## config.mk

```make
export PLATFORM = sky130hd
export DESIGN_NAME = mc_controller_flat
export DESIGN_NICKNAME = d
export VERILOG_FILES = /design/src/rtl/mc_pkg.sv /design/src/rtl/mc_if.sv /design/src/rtl/alu_dec.sv /design/src/rtl/mc_controller.sv /design/src/flat_wrapper.sv
export SDC_FILE = /design/constraint.sdc
export NUM_CORES = 1
export LEC_CHECK = 0
export BUFFER_PORTS_ARGS = -buffer_cell sky130_fd_sc_hd__buf_2
export CORE_ASPECT_RATIO = 1.1
export CORE_MARGIN = 8
export CORE_UTILIZATION = 44
export DETAILED_ROUTE_END_ITERATION = 8
export GPL_ROUTABILITY_DRIVEN = 0
export PLACE_DENSITY = 0.87
export SLEW_MARGIN = 5
export SYNTH_ARGS = -nofsm -noshare
export SYNTH_HDL_FRONTEND = slang
export SYNTH_SLANG_ARGS = --single-unit
```

## constraint.sdc

```tcl
create_clock -name clk -period 2.05 [get_ports clk]
set_input_delay 0.41 -clock clk [delete_from_list [all_inputs] [get_ports clk]]
set_output_delay 0.41 -clock clk [all_outputs]
set_load 0.005 [all_outputs]
```

## src/rtl/mc_pkg.sv

```systemverilog
// Shared types for the multi-cycle MIPS controller: FSM states, opcode/funct codes, ALU codes, strobe bundle.
// Build option MC_ILLEGAL_TRAP_EN adds the sticky TRAP state.
package mc_pkg;

  localparam int OP_W    = 6;
  localparam int FUNCT_W = 6;
  localparam int ALUC_W  = 3;

  localparam logic [OP_W-1:0] OP_RTYPE = 6'h00;
  localparam logic [OP_W-1:0] OP_J     = 6'h02;
  localparam logic [OP_W-1:0] OP_BEQ   = 6'h04;
  localparam logic [OP_W-1:0] OP_ADDI  = 6'h08;
  localparam logic [OP_W-1:0] OP_LW    = 6'h23;
  localparam logic [OP_W-1:0] OP_SW    = 6'h2B;

  localparam logic [FUNCT_W-1:0] F_ADD = 6'h20;
  localparam logic [FUNCT_W-1:0] F_SUB = 6'h22;
  localparam logic [FUNCT_W-1:0] F_AND = 6'h24;
  localparam logic [FUNCT_W-1:0] F_OR  = 6'h25;
  localparam logic [FUNCT_W-1:0] F_NOR = 6'h27;
  localparam logic [FUNCT_W-1:0] F_SLT = 6'h2A;

  localparam logic [ALUC_W-1:0] ALU_ADD = 3'b000;
  localparam logic [ALUC_W-1:0] ALU_SUB = 3'b001;
  localparam logic [ALUC_W-1:0] ALU_AND = 3'b010;
  localparam logic [ALUC_W-1:0] ALU_OR  = 3'b011;
  localparam logic [ALUC_W-1:0] ALU_NOT = 3'b100;
  localparam logic [ALUC_W-1:0] ALU_SLT = 3'b101;

  localparam logic [1:0] SRCB_REG  = 2'b00;
  localparam logic [1:0] SRCB_FOUR = 2'b01;
  localparam logic [1:0] SRCB_IMM  = 2'b10;
  localparam logic [1:0] SRCB_IMM4 = 2'b11;

  localparam logic [1:0] PCSRC_ALU  = 2'b00;
  localparam logic [1:0] PCSRC_OUT  = 2'b01;
  localparam logic [1:0] PCSRC_JUMP = 2'b10;

  typedef enum logic [1:0] {
    ALUOP_ADD,
    ALUOP_SUB,
    ALUOP_FUNCT
  } aluop_t;

  typedef enum logic [3:0] {
    S_FETCH,
    S_DECODE,
    S_MEMADR,
    S_MEMRD,
    S_MEMWB,
    S_MEMWR,
    S_EXEC,
    S_ALUWB,
    S_BRANCH,
    S_ADDIEX,
    S_ADDIWB,
    S_JUMP,
    S_ILLEGAL
`ifdef MC_ILLEGAL_TRAP_EN
    , S_TRAP
`endif
  } state_t;

  typedef struct packed {
    logic       src_a;
    logic [1:0] src_b;
    logic       iord;
    logic       mem_read;
    logic       mem_write;
    logic       ir_write;
    logic       reg_write;
    logic       reg_dst;
    logic       mem_to_reg;
    logic [1:0] pc_src;
    logic       pc_write;
    logic       trap;
  } ctl_t;

endpackage

```

## src/rtl/mc_if.sv

```systemverilog
// Controller <-> datapath bundle: instruction fields and status in, ALU code and strobes out.
// master = controller side, slave = datapath side.
interface mc_if;
  import mc_pkg::*;

  logic [OP_W-1:0]    op;
  logic [FUNCT_W-1:0] funct;
  logic               zero;
  logic               mem_ready;
  logic [ALUC_W-1:0]  aluControl;
  logic               alu_src_a;
  logic [1:0]         alu_src_b;
  logic               iord;
  logic               mem_read;
  logic               mem_write;
  logic               ir_write;
  logic               reg_write;
  logic               reg_dst;
  logic               mem_to_reg;
  logic [1:0]         pc_src;
  logic               pc_write;
  logic               trap;

  modport master (
    input  op, funct, zero, mem_ready,
    output aluControl, alu_src_a, alu_src_b, iord, mem_read, mem_write, ir_write,
           reg_write, reg_dst, mem_to_reg, pc_src, pc_write, trap
  );

  modport slave (
    output op, funct, zero, mem_ready,
    input  aluControl, alu_src_a, alu_src_b, iord, mem_read, mem_write, ir_write,
           reg_write, reg_dst, mem_to_reg, pc_src, pc_write, trap
  );

endinterface

```

## src/rtl/alu_dec.sv

```systemverilog
// alu_dec: maps ALU operation class plus funct to the 3-bit ALU code.
// Latency: combinational. Backpressure: none.
module alu_dec
  import mc_pkg::*;
(
  input  aluop_t             aluop,
  input  logic [FUNCT_W-1:0] funct,
  output logic [ALUC_W-1:0]  alu_control
);

  always_comb begin
    alu_control = ALU_ADD;
    case (aluop)
      ALUOP_SUB: alu_control = ALU_SUB;
      ALUOP_FUNCT: begin
        case (funct)
          F_SUB:   alu_control = ALU_SUB;
          F_AND:   alu_control = ALU_AND;
          F_OR:    alu_control = ALU_OR;
          F_NOR:   alu_control = ALU_NOT;
          F_SLT:   alu_control = ALU_SLT;
          default: alu_control = ALU_ADD;
        endcase
      end
      default: alu_control = ALU_ADD;
    endcase
  end

endmodule

```

## src/rtl/mc_controller.sv

```systemverilog
// mc_controller: multi-cycle MIPS control FSM + ALU decode; MC_ILLEGAL_TRAP_EN makes illegal opcodes sticky-trap.
// Latency: lw 5, sw/R/addi 4, beq/j 3 cycles, plus one cycle per mem_ready=0 in FETCH/MEMRD/MEMWR.
module mc_controller
  import mc_pkg::*;
(
  input  logic clk,
  input  logic rst_n,
  mc_if.master bus
);

  state_t            state;
  state_t            nxt;
  ctl_t              ctl;
  ctl_t              ctl_o;
  aluop_t            aluop;
  logic [ALUC_W-1:0] alu_c;

  always_ff @(posedge clk or negedge rst_n) begin
    if (!rst_n) state <= S_FETCH;
    else        state <= nxt;
  end

  always_comb begin
    nxt   = state;
    ctl   = '0;
    aluop = ALUOP_ADD;
    case (state)
      S_FETCH: begin
        ctl.mem_read = 1'b1;
        ctl.src_b    = SRCB_FOUR;
        if (bus.mem_ready) begin
          ctl.ir_write = 1'b1;
          ctl.pc_write = 1'b1;
          ctl.pc_src   = PCSRC_ALU;
          nxt          = S_DECODE;
        end
      end
      S_DECODE: begin
        ctl.src_b = SRCB_IMM4;
        case (bus.op)
          OP_LW, OP_SW: nxt = S_MEMADR;
          OP_RTYPE:     nxt = S_EXEC;
          OP_BEQ:       nxt = S_BRANCH;
          OP_ADDI:      nxt = S_ADDIEX;
          OP_J:         nxt = S_JUMP;
          default:      nxt = S_ILLEGAL;
        endcase
      end
      S_MEMADR: begin
        ctl.src_a = 1'b1;
        ctl.src_b = SRCB_IMM;
        nxt       = (bus.op == OP_LW) ? S_MEMRD : S_MEMWR;
      end
      S_MEMRD: begin
        ctl.mem_read = 1'b1;
        ctl.iord     = 1'b1;
        if (bus.mem_ready) nxt = S_MEMWB;
      end
      S_MEMWB: begin
        ctl.reg_write  = 1'b1;
        ctl.mem_to_reg = 1'b1;
        nxt            = S_FETCH;
      end
      // Moore strobe: stays high every stall cycle until the memory accepts.
      S_MEMWR: begin
        ctl.mem_write = 1'b1;
        ctl.iord      = 1'b1;
        if (bus.mem_ready) nxt = S_FETCH;
      end
      S_EXEC: begin
        ctl.src_a = 1'b1;
        ctl.src_b = SRCB_REG;
        aluop     = ALUOP_FUNCT;
        nxt       = S_ALUWB;
      end
      S_ALUWB: begin
        ctl.reg_write = 1'b1;
        ctl.reg_dst   = 1'b1;
        nxt           = S_FETCH;
      end
      S_BRANCH: begin
        ctl.src_a    = 1'b1;
        ctl.src_b    = SRCB_REG;
        ctl.pc_src   = PCSRC_OUT;
        ctl.pc_write = bus.zero;
        aluop        = ALUOP_SUB;
        nxt          = S_FETCH;
      end
      S_ADDIEX: begin
        ctl.src_a = 1'b1;
        ctl.src_b = SRCB_IMM;
        nxt       = S_ADDIWB;
      end
      S_ADDIWB: begin
        ctl.reg_write = 1'b1;
        nxt           = S_FETCH;
      end
      S_JUMP: begin
        ctl.pc_src   = PCSRC_JUMP;
        ctl.pc_write = 1'b1;
        nxt          = S_FETCH;
      end
      S_ILLEGAL: begin
`ifdef MC_ILLEGAL_TRAP_EN
        nxt = S_TRAP;
`else
        nxt = S_FETCH;
`endif
      end
`ifdef MC_ILLEGAL_TRAP_EN
      S_TRAP: ctl.trap = 1'b1;
`endif
      default: nxt = S_FETCH;
    endcase
  end

  alu_dec u_alu_dec (
    .aluop       (aluop),
    .funct       (bus.funct),
    .alu_control (alu_c)
  );

  // Gating with rst_n drops every strobe the instant reset asserts, not at the next edge.
  assign ctl_o          = rst_n ? ctl : '0;
  assign bus.aluControl = rst_n ? alu_c : ALU_ADD;
  assign bus.alu_src_a  = ctl_o.src_a;
  assign bus.alu_src_b  = ctl_o.src_b;
  assign bus.iord       = ctl_o.iord;
  assign bus.mem_read   = ctl_o.mem_read;
  assign bus.mem_write  = ctl_o.mem_write;
  assign bus.ir_write   = ctl_o.ir_write;
  assign bus.reg_write  = ctl_o.reg_write;
  assign bus.reg_dst    = ctl_o.reg_dst;
  assign bus.mem_to_reg = ctl_o.mem_to_reg;
  assign bus.pc_src     = ctl_o.pc_src;
  assign bus.pc_write   = ctl_o.pc_write;
  assign bus.trap       = ctl_o.trap;

endmodule

```

## src/flat_wrapper.sv

```systemverilog
// flat-port wrapper written by rule: the top's interface ports become plain ports
module mc_controller_flat import mc_pkg::*;
  (clk, rst_n, bus_op, bus_funct, bus_zero, bus_mem_ready, bus_aluControl, bus_alu_src_a, bus_alu_src_b, bus_iord, bus_mem_read, bus_mem_write, bus_ir_write, bus_reg_write, bus_reg_dst, bus_mem_to_reg, bus_pc_src, bus_pc_write, bus_trap);
  mc_if bus_i ();
  input  logic clk;
  input  logic rst_n;
  input wire logic [$bits(bus_i.op)-1:0] bus_op;
  input wire logic [$bits(bus_i.funct)-1:0] bus_funct;
  input wire logic [$bits(bus_i.zero)-1:0] bus_zero;
  input wire logic [$bits(bus_i.mem_ready)-1:0] bus_mem_ready;
  output wire logic [$bits(bus_i.aluControl)-1:0] bus_aluControl;
  output wire logic [$bits(bus_i.alu_src_a)-1:0] bus_alu_src_a;
  output wire logic [$bits(bus_i.alu_src_b)-1:0] bus_alu_src_b;
  output wire logic [$bits(bus_i.iord)-1:0] bus_iord;
  output wire logic [$bits(bus_i.mem_read)-1:0] bus_mem_read;
  output wire logic [$bits(bus_i.mem_write)-1:0] bus_mem_write;
  output wire logic [$bits(bus_i.ir_write)-1:0] bus_ir_write;
  output wire logic [$bits(bus_i.reg_write)-1:0] bus_reg_write;
  output wire logic [$bits(bus_i.reg_dst)-1:0] bus_reg_dst;
  output wire logic [$bits(bus_i.mem_to_reg)-1:0] bus_mem_to_reg;
  output wire logic [$bits(bus_i.pc_src)-1:0] bus_pc_src;
  output wire logic [$bits(bus_i.pc_write)-1:0] bus_pc_write;
  output wire logic [$bits(bus_i.trap)-1:0] bus_trap;
  assign bus_i.op = bus_op;
  assign bus_i.funct = bus_funct;
  assign bus_i.zero = bus_zero;
  assign bus_i.mem_ready = bus_mem_ready;
  assign bus_aluControl = bus_i.aluControl;
  assign bus_alu_src_a = bus_i.alu_src_a;
  assign bus_alu_src_b = bus_i.alu_src_b;
  assign bus_iord = bus_i.iord;
  assign bus_mem_read = bus_i.mem_read;
  assign bus_mem_write = bus_i.mem_write;
  assign bus_ir_write = bus_i.ir_write;
  assign bus_reg_write = bus_i.reg_write;
  assign bus_reg_dst = bus_i.reg_dst;
  assign bus_mem_to_reg = bus_i.mem_to_reg;
  assign bus_pc_src = bus_i.pc_src;
  assign bus_pc_write = bus_i.pc_write;
  assign bus_trap = bus_i.trap;
  mc_controller u_core (.clk(clk), .rst_n(rst_n), .bus(bus_i));
endmodule
```

# Word level (Yosys, flattened, before mapping)
# Index checks and enable logic that the tools add are counted.
[classes]
eq_ne = 26
mux = 23
n_reduce_logical = 9
[op_table]
columns = ["cell", "n"]
rows = [
  ["equality test 6 bit, second input constant", 7],
  ["one-hot mux 4 bit (7 select lines)", 1],
  ["one-hot mux 4 bit (5 select lines)", 1],
  ["equality test 4 x 3 -> 1 bit, second input constant", 4],
  ["equality test 4 bit, second input constant", 4],
  ["one-hot mux 3 bit (5 select lines)", 1],
  ["2-to-1 mux 14 bit", 1],
  ["2-to-1 mux 4 bit", 3],
  ["2-to-1 mux 1 bit", 10],
  ["one-hot mux 3 bit (3 select lines)", 1],
  ["equality test 4 x 2 -> 1 bit, second input constant", 2],
  ["OR reduction 2 bit", 4],
  ["equality test 6 x 2 -> 1 bit, second input constant", 1],
  ["equality test 6 x 3 -> 1 bit, second input constant", 1],
  ["equality test 6 x 4 -> 1 bit, second input constant", 1],
  ["logical NOT 6 bit", 1],
  ["2-to-1 mux 3 bit", 2],
  ["!= test 2 bit, second input constant", 3],
  ["one-hot mux 2 bit (3 select lines)", 1],
  ["one-hot mux 3 bit (2 select lines)", 1],
  ["equality test 4 x 1 -> 1 bit, second input constant", 1],
  ["logical NOT 4 bit", 1],
  ["one-hot mux 2 bit (2 select lines)", 1],
  ["OR reduction 4 bit", 1],
  ["4 further kinds", 4],
]
[word_totals]
regBits = 4
inputBits = 16
output_inout_bits = 17

# Depth between registers and ports, before layout
[depth]
word_depth = 5
ltp_mapped = 8

# Hierarchy
# From an unflattened synthesis, not the netlist that was laid out.
[unflattened]
hier_cells = 93
area_unflattened_um2 = 693.2
[by_module_without_submodules]
columns = ["module", "instances", "cells_per_inst", "area_per_inst_um2", "seq_area_each_um2"]
rows = [
  ["mc_controller", 1, 78, 586.8, 100.1],
  ["alu_dec", 1, 15, 106.4, 0.0],
]

# Worst setup path before layout
# No wires, ideal clock.
[synth_timing]
path_type = "register to output"
startpoint = "reg u_core.state[0]"
endpoint = "out bus_aluControl[0]"
arrival_time_ns = 1.473
required_time_ns = 1.640
slack_ns = 0.167
stages_incl_launch_ff = 9
n_path_buf = 1
path_cell_list = "dfrtp_1 > buf_2 > nand2b_1 > nand2b_1 > inv_1 > ha_1 > and3b_1 > a21oi_1 > nor3b_1"
[synth_between]
elab_chain_cells = 5
word_cells_on_any_way = 7
cone_classes = "4 x eq/ne; 3 x mux"
[synth_lines]
columns = ["element", "line", "text"]
rows = [
  ["from (decl)", "mc_controller.sv:11", "state_t state;"],
  ["from (signal assigned)", "mc_controller.sv:20", "else state <= nxt;"],
  ["equality test 4 bit or equality test 4 x 3 -> 1 bit (tied branches)", "mc_controller.sv:27", "case (state)"],
  ["one-hot mux 2 bit (2 select lines) *", "mc_controller.sv:27", ""],
  ["equality test 2 bit or equality test 2 x 1 -> 1 bit (tied branches)", "alu_dec.sv:13", "case (aluop)"],
  ["one-hot mux 3 bit (2 select lines) *", "alu_dec.sv:13", ""],
  ["2-to-1 mux 3 bit *", "mc_controller.sv:125", "assign bus.aluControl = rst_n ? alu_c : ALU_ADD;"],
  ["to (decl)", "flat_wrapper.sv:11", "output wire logic [$bits(bus_i.aluControl)-1:0] bus_aluControl;"],
]
# Mark *: on every way between the ends. The rest lies on a longest branch, timed or not.

# Worst setup path after layout
[layout_timing]
startpoint = "reg u_core.state[0]"
endpoint = "out bus_aluControl[1]"
# The elaborated chain is that of the path after synthesis.

==> metrics.txt <==
antenna violations before repair=0; Reg2Reg Launch Point=u_core.state[2]$_DFFE_PN0P_; clock root buffer=clkbuf_4; data arrival time of the worst path=around 1700 ps; minimum clock period=2110 ps; All-Layer GR Usage=around 15%; Area Overhead vs Synth=49.1%; fraction of layout cells with a size suffix above 1=45.1%; final setup violation count=3; Int Pwr=528 uW; nets@finish=153; Net Sw Frac=45.0%; pin count of the biggest net entering global routing=13; Ys Warns=0; Final Max Slew Viols=0; first-pass GRT wire length=3610 microns; asr flop ratio synth=between 90% and 100%; CP Capture Type=primary output; Post-Route WL=2150 microns; DPL Wire Length=~1600 microns; area of the multi-input gates=~550 sq um; Iter 0 DRT Violations=12; commonest non-fill, non-tap cell in the layout=buf_2; f_max=0.474 GHz; maximum VDD drop=0.479 mV; Core Footprint=about 1400 sq um; Starting Density=between 40 and 50%; final core occ=70.6%; P_sw=431 uW; most flop-heavy register=u_core.state; Final Hold Fails=0; reg2reg end=u_core.state[2]$_DFFE_PN0P_; Vias=832; Sinks on Clock Net=4; critical path class=flop to primary output; clock power share=10.7%; chip width=52.6 microns; sequential element share of the synthesized area=15.5%; RSZ-0062 raised after global routing=yes; PnR worst setup slack=-58.8 ps; placed cells=141; highest-count cells in the layout ignoring fill and taps=31 x buf_2, 11 x nor2_1, 11 x buf_4, 6 x inv_1; Largest regs=u_core.state (4); min-delay worst type=input pin to asynchronous set/reset pin; Reg2Reg Depth=7; beginning of the critical path=u_core.state[0]$_DFFE_PN0P_; DR vias/cell=about 5.6; Inserted Diodes=0; Max-Cap Viols=0; setup tns final=-132 ps; Clock Latency Late Sink=240 ps; PD cells=994 nW/um^2; cells after synthesis=93; Clock transition at path regs=approximately 40 ps; Worst setup endpoint=bus_aluControl[1]; top_reg_cell synth=dfrtp_1; syn_nets=111; cell area after synthesis=647 sq um; DR WL/cell=approximately 14 microns; Largest register FFs=4; Logic pwr share=between 70% and 80%; final cell count without fillers=149; DRT Pass-1 Iters=4; Register Area=103 sq um; flop-to-flop setup slack=370 ps; period utilization=103%; Vert. Die Dim=56.2 microns; GR Overflow Total=0; Post-route DRC=0; worst-case clock buffer depth=2; Synth Area per Inst=6.96 sq um; clk_skew=approximately 9.5 ps; Synth cell types=37; # fillers=119; Worst EP required=1640 ps; Num CTS Buffers=3; vias in the first global route=811; # rows=14; PortBufs=31; CTS tree=done; startpoint class of the critical path=flop; failing checks=negative setup slack; Die ar.=2950 sq um; Max H-tree Level=1; Seq pwr share=16.5%; Ports=33; EDFF count, synth=0; placed cell areas=around 840 sq um; status=complete, but fails checks; Yosys reg bits=4; remaining antenna violation count=0; Crit Path Max Fanout=3; design area=965 sq um; leakage dissipation=around 0.00049 uW
-- stage by stage --
| stage | hold WS (ps) | total power [uW] | setup slack, ps |
|---|---|---|---|
| after CTS | 105 | 930 | -73.7 |
| final | 114 | 959 | -58.8 |
| after floorplan | 114 | 510 | 167 |
| after global placement | 334 | 691 | 161 |
| after detailed placement | 336 | 713 | 46.4 |
| after global routing | 126 | 1040 | -161 |
-- worst min path at each step --
stage	endpoint	slack, ps	cells past startpoint
after floorplan	u_core.state[0]$_DFFE_PN0P_	110	0
after global placement	u_core.state[2]$_DFFE_PN0P_	330	2
after detailed placement	u_core.state[2]$_DFFE_PN0P_	340	2
after CTS	u_core.state[2]$_DFFE_PN0P_	110	2
after global routing	u_core.state[2]$_DFFE_PN0P_	130	2
final	u_core.state[2]$_DFFE_PN0P_	110	2
-- final cells by class --
class                           count  area share (%)
Inverter                            6            2.33
Sequential cell                     4            10.6
Tap cell                           16            2.08
Multi-Input combinational cell     77            56.8
Clock buffer                        3            2.33
Timing Repair Buffer               43            25.8
-- synthesized netlist by cell type, types with 3 or more instances --
cell / number / share of area, %
a31oi_1: 3 / 2.9
nand2b_1: 6 / 5.8
buf_2: 5 / 3.9
and3_1: 4 / 3.9
nand2_1: 3 / 1.7
nand3_1: 3 / 2.3
o21ai_0: 4 / 3.1
a21oi_1: 5 / 3.9
inv_1: 6 / 3.5
nor3_1: 4 / 3.1
nor2_1: 11 / 6.4
nor2b_1: 3 / 2.9
dfrtp_1: 4 / 15
-- repair_timing --
| item | 4_1_cts | 5_1_grt |
|---|---|---|
| setup endpoints to repair | 3 | 4 |
| setup buffers | 3 | 3 |
| pin swaps | 1 | 1 |
| endpoints found under the hold margin | 0 | 0 |
| hold buffers | 0 | 0 |
| resized for setup | 13 | 1 |
-- routing by layer --
layer,up-vias,part of all wire (%),global-route usage (%)
met5,-,0,0
met4,0,1.4,6.67
met3,2,7.0,3.21
met2,32,54,27.7
met1,386,38,15.4
li1,412,-,-
-- worst max-delay path: stages (launching register included) --
cell     delay, ps
dfrtp_1        370
buf_4          150
nor3_4         190
inv_1           70
ha_2           160
and3b_2        220
and3_1         170
buf_2          130
-- power by group through the flow --
stage               clock [uW]  combinational [uW]  sequential (uW)
floorplan                    0                 373              137
global placement             0                 557              134
detailed placement           0                 576              137
CTS                        107                 666              157
global route               111                 764              163
finish                     103                 699              158
-- cell families (layout without fill, tap and decap cells) --
kind of cell,after synthesis,in the layout,synth area share [%]
multiplexers,1,1,1.55
other,1,1,0.580
AO/OA/AOI/OAI,24,24,24.4
adder cells (fa/ha/maj),2,2,3.87
AND/OR/NAND/NOR,47,47,42.9
flip-flops,4,4,15.5
buffers and inverters,12,52,8.51
XOR/XNOR,2,2,2.71
Note: power is estimated with default switching activity, not from simulation.
